[src/rtl/rr_arb_8_pkg.sv]
// Shared constants and state encoding for the 8-way round-robin arbiter family.
// Kept in a package so other arbiters can reuse N_REQ/SEL_W and the state type.
package rr_arb_8_pkg;

    localparam int unsigned N_REQ = 8;
    localparam int unsigned SEL_W = 3;

    typedef enum logic {
        ArbIdle = 1'b0,
        ArbOwn  = 1'b1
    } arb_state_e;

endpackage

[src/rtl/rr_pick_8.sv]
// Combinational circular priority picker: first set bit of cand scanning upward
// from (last+1) mod 8. Rotate, fixed-priority encode, rotate back.
module rr_pick_8
    import rr_arb_8_pkg::*;
(
    input  logic [N_REQ-1:0] cand_i,
    input  logic [SEL_W-1:0] last_i,
    output logic [N_REQ-1:0] pick_oh_o,
    output logic [SEL_W-1:0] pick_idx_o,
    output logic             any_o
);

    logic [SEL_W:0]       shift;
    logic [2*N_REQ-1:0]   dbl;
    logic [N_REQ-1:0]     rot;
    logic [SEL_W-1:0]     rot_idx;
    logic [SEL_W:0]       sum;

    always_comb begin
        shift = {1'b0, last_i} + (SEL_W + 1)'(1);
        // Doubling the vector turns the rotate into a plain shift; shift of 8 is identity.
        dbl   = {cand_i, cand_i} >> shift;
        rot   = dbl[N_REQ-1:0];

        rot_idx = '0;
        for (int i = N_REQ - 1; i >= 0; i--) begin
            if (rot[i]) begin
                rot_idx = SEL_W'(i);
            end
        end

        sum        = {1'b0, rot_idx} + shift;
        pick_idx_o = sum[SEL_W-1:0];
        any_o      = |cand_i;
        pick_oh_o  = any_o ? (N_REQ'(1) << pick_idx_o) : '0;
    end

endmodule

[src/rtl/rr_arb_8.sv]
// Round-robin arbiter for a shared 8:1 mux: registered one-hot grant plus matching
// select. The owner keeps the grant until done, request drop, or hold limit with waiters.
module rr_arb_8
    import rr_arb_8_pkg::*;
#(
    parameter int unsigned HOLD_MAX = 16,
    parameter int unsigned CNT_W    = 4
) (
    input  logic             clk_i,
    input  logic             rst_n,
    input  logic [N_REQ-1:0] req_i,
    input  logic             done_i,
    output logic [N_REQ-1:0] gnt_o,
    output logic [SEL_W-1:0] sel_o,
    output logic             valid_o
);

    localparam logic [CNT_W-1:0] HoldLim = CNT_W'(HOLD_MAX - 1);

    arb_state_e       state_q, state_d;
    logic [SEL_W-1:0] last_q, last_d;
    logic [CNT_W-1:0] hold_cnt_q, hold_cnt_d;
    logic [N_REQ-1:0] gnt_q, gnt_d;
    logic [SEL_W-1:0] sel_q, sel_d;
    logic             valid_q, valid_d;

    logic             owner_req;
    logic             others_wait;
    logic             at_limit;
    logic             rel;
    logic [N_REQ-1:0] cand;
    logic [SEL_W-1:0] pick_last;
    logic [N_REQ-1:0] pick_oh;
    logic [SEL_W-1:0] pick_idx;
    logic             pick_any;

    assign owner_req   = req_i[sel_q];
    assign others_wait = |(req_i & ~gnt_q);
    assign at_limit    = (hold_cnt_q == HoldLim);
    assign rel         = done_i | ~owner_req | (at_limit & others_wait);

    // While owning, the current owner is excluded and scanning starts just after it.
    assign cand      = (state_q == ArbOwn) ? (req_i & ~gnt_q) : req_i;
    assign pick_last = (state_q == ArbOwn) ? sel_q : last_q;

    rr_pick_8 u_pick (
        .cand_i     (cand),
        .last_i     (pick_last),
        .pick_oh_o  (pick_oh),
        .pick_idx_o (pick_idx),
        .any_o      (pick_any)
    );

    always_comb begin
        state_d    = state_q;
        last_d     = last_q;
        hold_cnt_d = hold_cnt_q;
        gnt_d      = gnt_q;
        sel_d      = sel_q;
        valid_d    = valid_q;

        unique case (state_q)
            ArbIdle: begin
                if (pick_any) begin
                    state_d    = ArbOwn;
                    gnt_d      = pick_oh;
                    sel_d      = pick_idx;
                    valid_d    = 1'b1;
                    hold_cnt_d = '0;
                end
            end
            ArbOwn: begin
                if (!rel) begin
                    if (!at_limit) begin
                        hold_cnt_d = hold_cnt_q + CNT_W'(1);
                    end
                end else if (pick_any) begin
                    gnt_d      = pick_oh;
                    sel_d      = pick_idx;
                    last_d     = sel_q;
                    hold_cnt_d = '0;
                end else if (owner_req && done_i) begin
                    last_d     = sel_q;
                    hold_cnt_d = '0;
                end else begin
                    // sel is left alone so the downstream mux does not toggle while idle.
                    state_d    = ArbIdle;
                    gnt_d      = '0;
                    valid_d    = 1'b0;
                    last_d     = sel_q;
                    hold_cnt_d = '0;
                end
            end
            default: begin
                state_d = ArbIdle;
            end
        endcase
    end

    always_ff @(posedge clk_i or negedge rst_n) begin
        if (!rst_n) begin
            state_q    <= ArbIdle;
            last_q     <= SEL_W'(N_REQ - 1);
            hold_cnt_q <= '0;
            gnt_q      <= '0;
            sel_q      <= '0;
            valid_q    <= 1'b0;
        end else begin
            state_q    <= state_d;
            last_q     <= last_d;
            hold_cnt_q <= hold_cnt_d;
            gnt_q      <= gnt_d;
            sel_q      <= sel_d;
            valid_q    <= valid_d;
        end
    end

    assign gnt_o   = gnt_q;
    assign sel_o   = sel_q;
    assign valid_o = valid_q;

endmodule

[config.mk]
export PLATFORM = sky130hd
export DESIGN_NAME = rr_arb_8
export DESIGN_NICKNAME = d
export VERILOG_FILES = /design/src/rtl/rr_arb_8_pkg.sv /design/src/rtl/rr_pick_8.sv /design/src/rtl/rr_arb_8.sv
export SDC_FILE = /design/constraint.sdc
export NUM_CORES = 1
export LEC_CHECK = 0
export BUFFER_PORTS_ARGS = -buffer_cell sky130_fd_sc_hd__buf_2
export CAP_MARGIN = 15
export CORE_UTILIZATION = 40
export CTS_CLUSTER_SIZE = 40
export DETAILED_ROUTE_END_ITERATION = 8
export GPL_ROUTABILITY_DRIVEN = 1
export SKIP_LAST_GASP = 1
export SLEW_MARGIN = 10
export SYNTH_ARGS = -nofsm -noshare
export SYNTH_HDL_FRONTEND = slang
export SYNTH_HIERARCHICAL = 1
export SYNTH_SLANG_ARGS = --single-unit
[constraint.sdc]
create_clock -name clk_i -period 8.3 [get_ports clk_i]
set_input_delay 1.245 -clock clk_i [delete_from_list [all_inputs] [get_ports clk_i]]
set_output_delay 1.245 -clock clk_i [all_outputs]
set_load 0.02 [all_outputs]
==> qor.csv, run 1 <==
stage,metric,value,unit
die,rows,24,
sta,tightest_slew,0.8158,ns
cells_and_area,antennaDiodeCount,0,
clock_tree,holdBufCountCts,0,
sta,finalCritPeriodShare,55.97,%
clock_tree,cts_tree,done,
grt,grt_max_degree,21,
logic_synthesis,syn_nets,212,
outcome,status,finished clean,
min_path,holdPathEnd,hold_cnt_q[1],
critical_path,end_kind,flop,
sta,finClkSkew,0.002567,ns
placed_design,gp_congestion,0.8038,
logic_synthesis,netlist-cell-type-count,51,
critical_path,reg2reg_slack,3.65,ns
critical_path,r2r-start,state_q,
power,power_density,453.2,mW/mm^2
sta,slew_violations,0,
grt,grt_pass1_vias,1435,
logic_synthesis,postSynthCellCount,197,
min_path,hold_depth,1,
die,ioPinCount,23,
critical_path,cp.required,8.49,ns
cells_and_area,drive_gt1_share,25.23,%
critical_path,worstReg2RegEnd,gnt_o[4],
critical_path,cp.arrival,4.84,ns
logic_synthesis,syn_area_per_cell,9.768,sq um
cells_and_area,final_common_cell,buf_2,
min_path,min_path_type,flop to flop,
clock_tree,cts_buffers,3,
cells_and_area,syn2layout_area_growth,9.948,%
power,p_leak,0.9395,nW
logic_synthesis,yosys_register_bits,20,
clock_tree,clock_latency,0.27,ns
flow_run,drv_cap,0,
min_path,min-delay-start,hold_cnt_q[1],
drt,vias,1534,
die,die-area,0.005092,sq mm
clock_tree,postCtsResizedCells,0,
drt,via_per_inst,5.767,
clock_tree,cts_max_level,1,
critical_path,cp_max_fo,18,
die,die_y,71.36,microns
grt,antenna_found_initial,0,
grt,grt_pass1_wl,7.127,mm
grt,grt_overflow_total,0,
die,die_width,71.36,microns
grt,track_usage,17.97,%
logic_synthesis,async_flop_share,100.0,%
drt,drc,0,
die,core-area,0.004474,sq mm
sta,min_period,4.646,ns
drt,wl_per_cell,16.15,microns
sta,max_freq,215.2,MHz
logic_synthesis,ys.flop_type,dfrtp_1,
power,peakVddDrop,144.1,uV
power,p_total,0.9588,mW
clock_tree,cts_sinks,20,
clock_tree,cts.path.max_buffers,2,
clock_tree,root_buffer,clkbuf_8,
placed_design,dp_hpwl,3.310,mm
placed_design,port_buffers,22,
sta,relSlewSlack,45.12,%
drt,postRouteAntennaNets,0,
drt,drt_iter0_markers,56,
critical_path,setup.worst_path.class,flop to flop,
clock_tree,clkSlewWorstSetupHoldPaths,0.08,ns
critical_path,start_kind,flop,
sta,hold_violations,0,
logic_synthesis,synth_warnings,6,
sta,setup_viol,0,
drt,dr.pass1.iters,4,
die,start_util,43.01,%
clock_tree,cts_setup_buffers,0,
sta,rsz0062_at_grt,no,
cells_and_area,nets,230,
sta,setup-tns-final,0,ns
logic_synthesis,synth.cell_area,0.001924,sq mm
critical_path,reg2regPathDepth,15,
logic_synthesis,synth_edf_count,0,
drt,wl,4.296,mm
logic_synthesis,synth.yosys.seq_area_share,26.20,%
cells_and_area,final_cell_mix,"buf_2, mux2i_1, dfrtp_1, inv_1, nand2_1",
## stage by stage
| stage | hold slack [ns] | setup WS, ns | std cells | util, % | area [sq um] |
|---|---|---|---|---|---|
| 2_1_floorplan | 0.5010 | 3.982 | 197 | - | 1924 |
| 3_3_place_gp | 0.5402 | 3.415 | 262 | 45.69 | 2044 |
| 3_5_place_dp | 0.5439 | 3.394 | 262 | 45.69 | 2044 |
| 4_1_cts | 0.5654 | 3.656 | 266 | 47.29 | 2116 |
| 5_1_grt | 0.5858 | 3.395 | 266 | 47.29 | 2116 |
| 6_report | 0.5676 | 3.654 | 266 | 47.29 | 2116 |
## worst max-delay path by stage
stage,from,slack [ns],endpoint,cells after the start
final,state_q,3.65,gnt_o[4],15
after global routing,state_q,3.40,gnt_o[4],15
after CTS,state_q,3.66,gnt_o[4],15
after detailed placement,req_i[3],3.39,gnt_o[4],16
after global placement,req_i[3],3.42,gnt_o[7],16
after floorplan,req_i[6],3.98,gnt_o[4],15
## where the power goes
| group | leakage (nW) | internal (mW) | total [mW] | switching (mW) |
|---|---|---|---|---|
| sequential | 0.251 | 0.141 | 0.177 | 0.0359 |
| combinational | 0.653 | 0.298 | 0.681 | 0.383 |
| clock | 0.0357 | 0.0645 | 0.101 | 0.0363 |
| total | 0.939 | 0.504 | 0.959 | 0.455 |
## state kept, by name (all words and copies together), names as in the netlist
signal and count:
gnt_o 8, hold_cnt_q 4, last_q 3, sel_o 3, state_q 1, valid_o 1
## critical path: stages (launching register included)
cell	delay, ns
dfrtp_1	0.74
mux2_2	0.58
mux2_1	0.43
mux4_2	0.51
nor4_2	0.33
o21ai_1	0.11
a32o_1	0.26
ha_1	0.17
inv_1	0.06
fa_1	0.17
xnor2_1	0.13
xnor2_1	0.18
xor2_2	0.32
nor3b_1	0.31
nand2_1	0.10
mux2i_1	0.16
## cells by family (layout without fill, tap and decap cells)
family          count (synthesis)  count (layout)  share of synthesized area (%)
flops                          20              20                          26.20
compound gates                 39              39                          16.84
fa+ha+maj                       4               4                          2.991
xor+xnor                        3               3                          1.756
simple gates                   61              61                          16.97
buf+inv                        27              44                          6.372
mux                            43              43                          28.87
## cell type report
cell class,instances,area [sq um]
Inverter,18,67.56
Sequential cell,20,504.2
Multi-Input combinational cell,150,1297
Timing Repair Buffer,22,110.1
Clock inverter,1,30.03
Tap cell,52,65.06
Clock buffer,3,41.29
Fill cell,430,2359
## routing by layer
metal  global-route usage (%)  vias up  share of wire (%)
met1                    25.16      741                 50
met2                    28.89       37                 45
met3                    2.954        4                3.6
li1                         -      752                  -
met4                    4.667        0                1.1
met5                        0        -                  0
## synthesized netlist by cell type, drive strengths merged, types with 2 or more instances
master	instances	area, sq um
xnor2	2	17.52
nand2b	3	18.77
mux2i	18	180.2
dfstp	3	78.83
dfrtp	17	425.4
o31ai	2	33.78
a21oi	5	25.02
a2111oi	2	30.03
nand2	14	52.55
o21ai	9	60.06
ha	3	37.54
mux4	8	183.9
nor3b	4	30.03
a21o	3	22.52
nor2	10	37.54
clkbuf	3	11.26
or2	7	43.80
nor3	6	30.03
nand4	2	12.51
inv	18	67.57
a21boi	8	60.06
nand4b	2	17.52
buf	6	43.79
a32o	2	20.02
mux2	17	191.4
nand3	3	15.01
nor2b	7	43.79
Note: power is estimated with default switching activity, not from simulation.
==> inputs of run 2 (changes only) <==
Clock period 8.3 ns to 4.2 ns, I/O delays scaled along.
==> run 2 against run 1 <==
Net effect:
- combinational power is 120% higher
- clock skew is 0.0051 ns higher
- clock power is 96% higher
- hold slack worse by 0.27 ns
- utilization is 2.7 points higher
- register-to-register slack worse by 3.4 ns
- flip-flop and latch count stayed put
- routed wire length is 2.1% higher
- via count is 1.6% higher
- sequential power is 86% higher
==> qor.csv, run 2 (same netlist as run 1, synthesis figures left out) <==
stage,metric,value,unit,change
outcome,status,finished clean,,
die,rows,24,,unchanged
power,p_total,2.048,mW,+110%
drt,postRouteAntennaNets,0,,unchanged
sta,finalCritPeriodShare,94.25,%,+38 points
cells_and_area,final_common_cell,buf_2,,
clock_tree,postCtsResizedCells,0,,unchanged
sta,relSlewSlack,58.48,%,+13 points
clock_tree,root_buffer,clkbuf_8,,
power,p_leak,1.009,nW,+7.4%
cells_and_area,nets,241,,+4.8%
critical_path,end_kind,flop,,
die,die-area,0.005092,sq mm,unchanged
cells_and_area,final_cell_mix,"buf_2, mux2i_1, dfrtp_1, inv_1, nand2_1",,
die,start_util,43.01,%,unchanged
placed_design,gp_congestion,0.8368,,+4.1%
die,ioPinCount,23,,unchanged
critical_path,cp.arrival,4.14,ns,-0.70 ns
critical_path,cp.required,4.38,ns,-4.11 ns
sta,layout_setup_ws,0.2416,ns,-3.413 ns
grt,track_usage,18.41,%,+0.45 points
drt,drt_iter0_markers,85,,+52%
sta,tightest_slew,0.6228,ns,-0.1931 ns
sta,timing.hold.ws,0.2995,ns,-0.2681 ns
cells_and_area,final_area,0.002238,sq mm,+5.8%
placed_design,port_buffers,22,,unchanged
clock_tree,holdBufCountCts,0,,unchanged
clock_tree,cts_max_level,1,,unchanged
placed_design,dpl_cell_area,0.002127,sq mm,+4.0%
power,power_density,914.8,mW/mm^2,+100%
grt,grt_overflow_total,0,,unchanged
grt,antenna_found_initial,0,,unchanged
sta,setup-tns-final,0,ns,unchanged
grt,grt_pass1_wl,7.320,mm,+2.7%
cells_and_area,syn2layout_area_growth,16.32,%,
drt,vias,1558,,+1.6%
clock_tree,cts_setup_buffers,0,,unchanged
sta,finClkSkew,0.007640,ns,+0.005074 ns
drt,drc,0,,unchanged
drt,wl_per_cell,15.83,microns,-2.0%
cells_and_area,utilization,50.03,%,+2.7 points
clock_tree,clock_latency,0.26,ns,about the same
drt,dr.pass1.iters,4,,unchanged
critical_path,cp_max_fo,9,,-9
sta,max_freq,252.6,MHz,+17%
sta,setup_viol,0,,unchanged
placed_design,dp_cells,273,,+4.2%
min_path,min_path_type,input pin to async pin,,
cells_and_area,drive_gt1_share,31.11,%,+5.9 points
clock_tree,cts_tree,done,,
cells_and_area,antennaDiodeCount,0,,unchanged
critical_path,setup.worst_path.class,flop to flop,,
flow_run,drv_cap,0,,unchanged
grt,grt_pass1_vias,1467,,+2.2%
critical_path,start_kind,flop,,
clock_tree,clkSlewWorstSetupHoldPaths,0.09,ns,about the same
cells_and_area,fin_cells,277,,+4.1%
placed_design,dpl_worst_slack,0.02485,ns,-3.369 ns
sta,hold_violations,0,,unchanged
placed_design,dp_hpwl,3.482,mm,+5.2%
clock_tree,cts_buffers,3,,unchanged
die,die_y,71.36,microns,unchanged
power,peakVddDrop,581.7,uV,+300%
drt,wl,4.385,mm,+2.1%
die,core-area,0.004474,sq mm,unchanged
sta,slew_violations,0,,unchanged
clock_tree,cts.path.max_buffers,2,,unchanged
grt,grt_max_degree,21,,unchanged
drt,via_per_inst,5.625,,-2.5%
cells_and_area,largest_reg_flops,8,,unchanged
clock_tree,cts_sinks,20,,unchanged
die,die_width,71.36,microns,unchanged
sta,min_period,3.958,ns,-0.6873 ns
run 2: cell type report:
type	count	area (sq um)
multi-input cells	150	1334
repair buffers	33	196.4
flip-flops and latches	20	504.2
inverters	18	67.56
well taps	52	65.06
clock inverters	1	30.03
fillers	429	2236
clock buffers	3	41.29
run 2: worst paths after layout:
check | startpoint | to | slack [ns] | depth (start not counted)
setup / recovery | state_q | gnt_o[4] | 0.24 | 15
hold / removal | rst_n | hold_cnt_q[0] | 0.30 | 1
setup reg to reg | state_q | gnt_o[4] | 0.24 | 15
hold reg to reg | gnt_o[2] | gnt_o[2] | 0.57 | 2
max in group asynchronous | rst_n | last_q[0] | 3.56 | 1
min in group clk_i | gnt_o[2] | gnt_o[2] | 0.57 | 2
run 2: power breakdown:
group / total (mW) / switching, mW / leakage [nW] / internal [mW]
registers: 0.329 / 0.0500 / 0.251 / 0.279
logic: 1.52 / 0.827 / 0.722 / 0.693
clock network: 0.198 / 0.0710 / 0.0357 / 0.127
total: 2.05 / 0.948 / 1.01 / 1.10
run 2: worst max-delay path: stages, from the launching register on:
cell	delay [ns]
dfrtp_1	0.41
mux2_4	0.38
mux2_1	0.40
mux4_2	0.54
nor4_4	0.30
o21ai_1	0.10
a32o_1	0.26
ha_1	0.18
inv_1	0.06
fa_1	0.17
xnor2_1	0.08
xnor2_1	0.28
xor2_2	0.29
nor3b_2	0.22
nand2_1	0.06
mux2i_1	0.15
run 2: per-layer routing:
metal | wire length (microns) | GRT usage [%]
met1 | 2264 | 27.40
met2 | 2009 | 28.25
met3 | 111 | 3.516
met4 | 0 | 2.889
met5 | 0 | 0
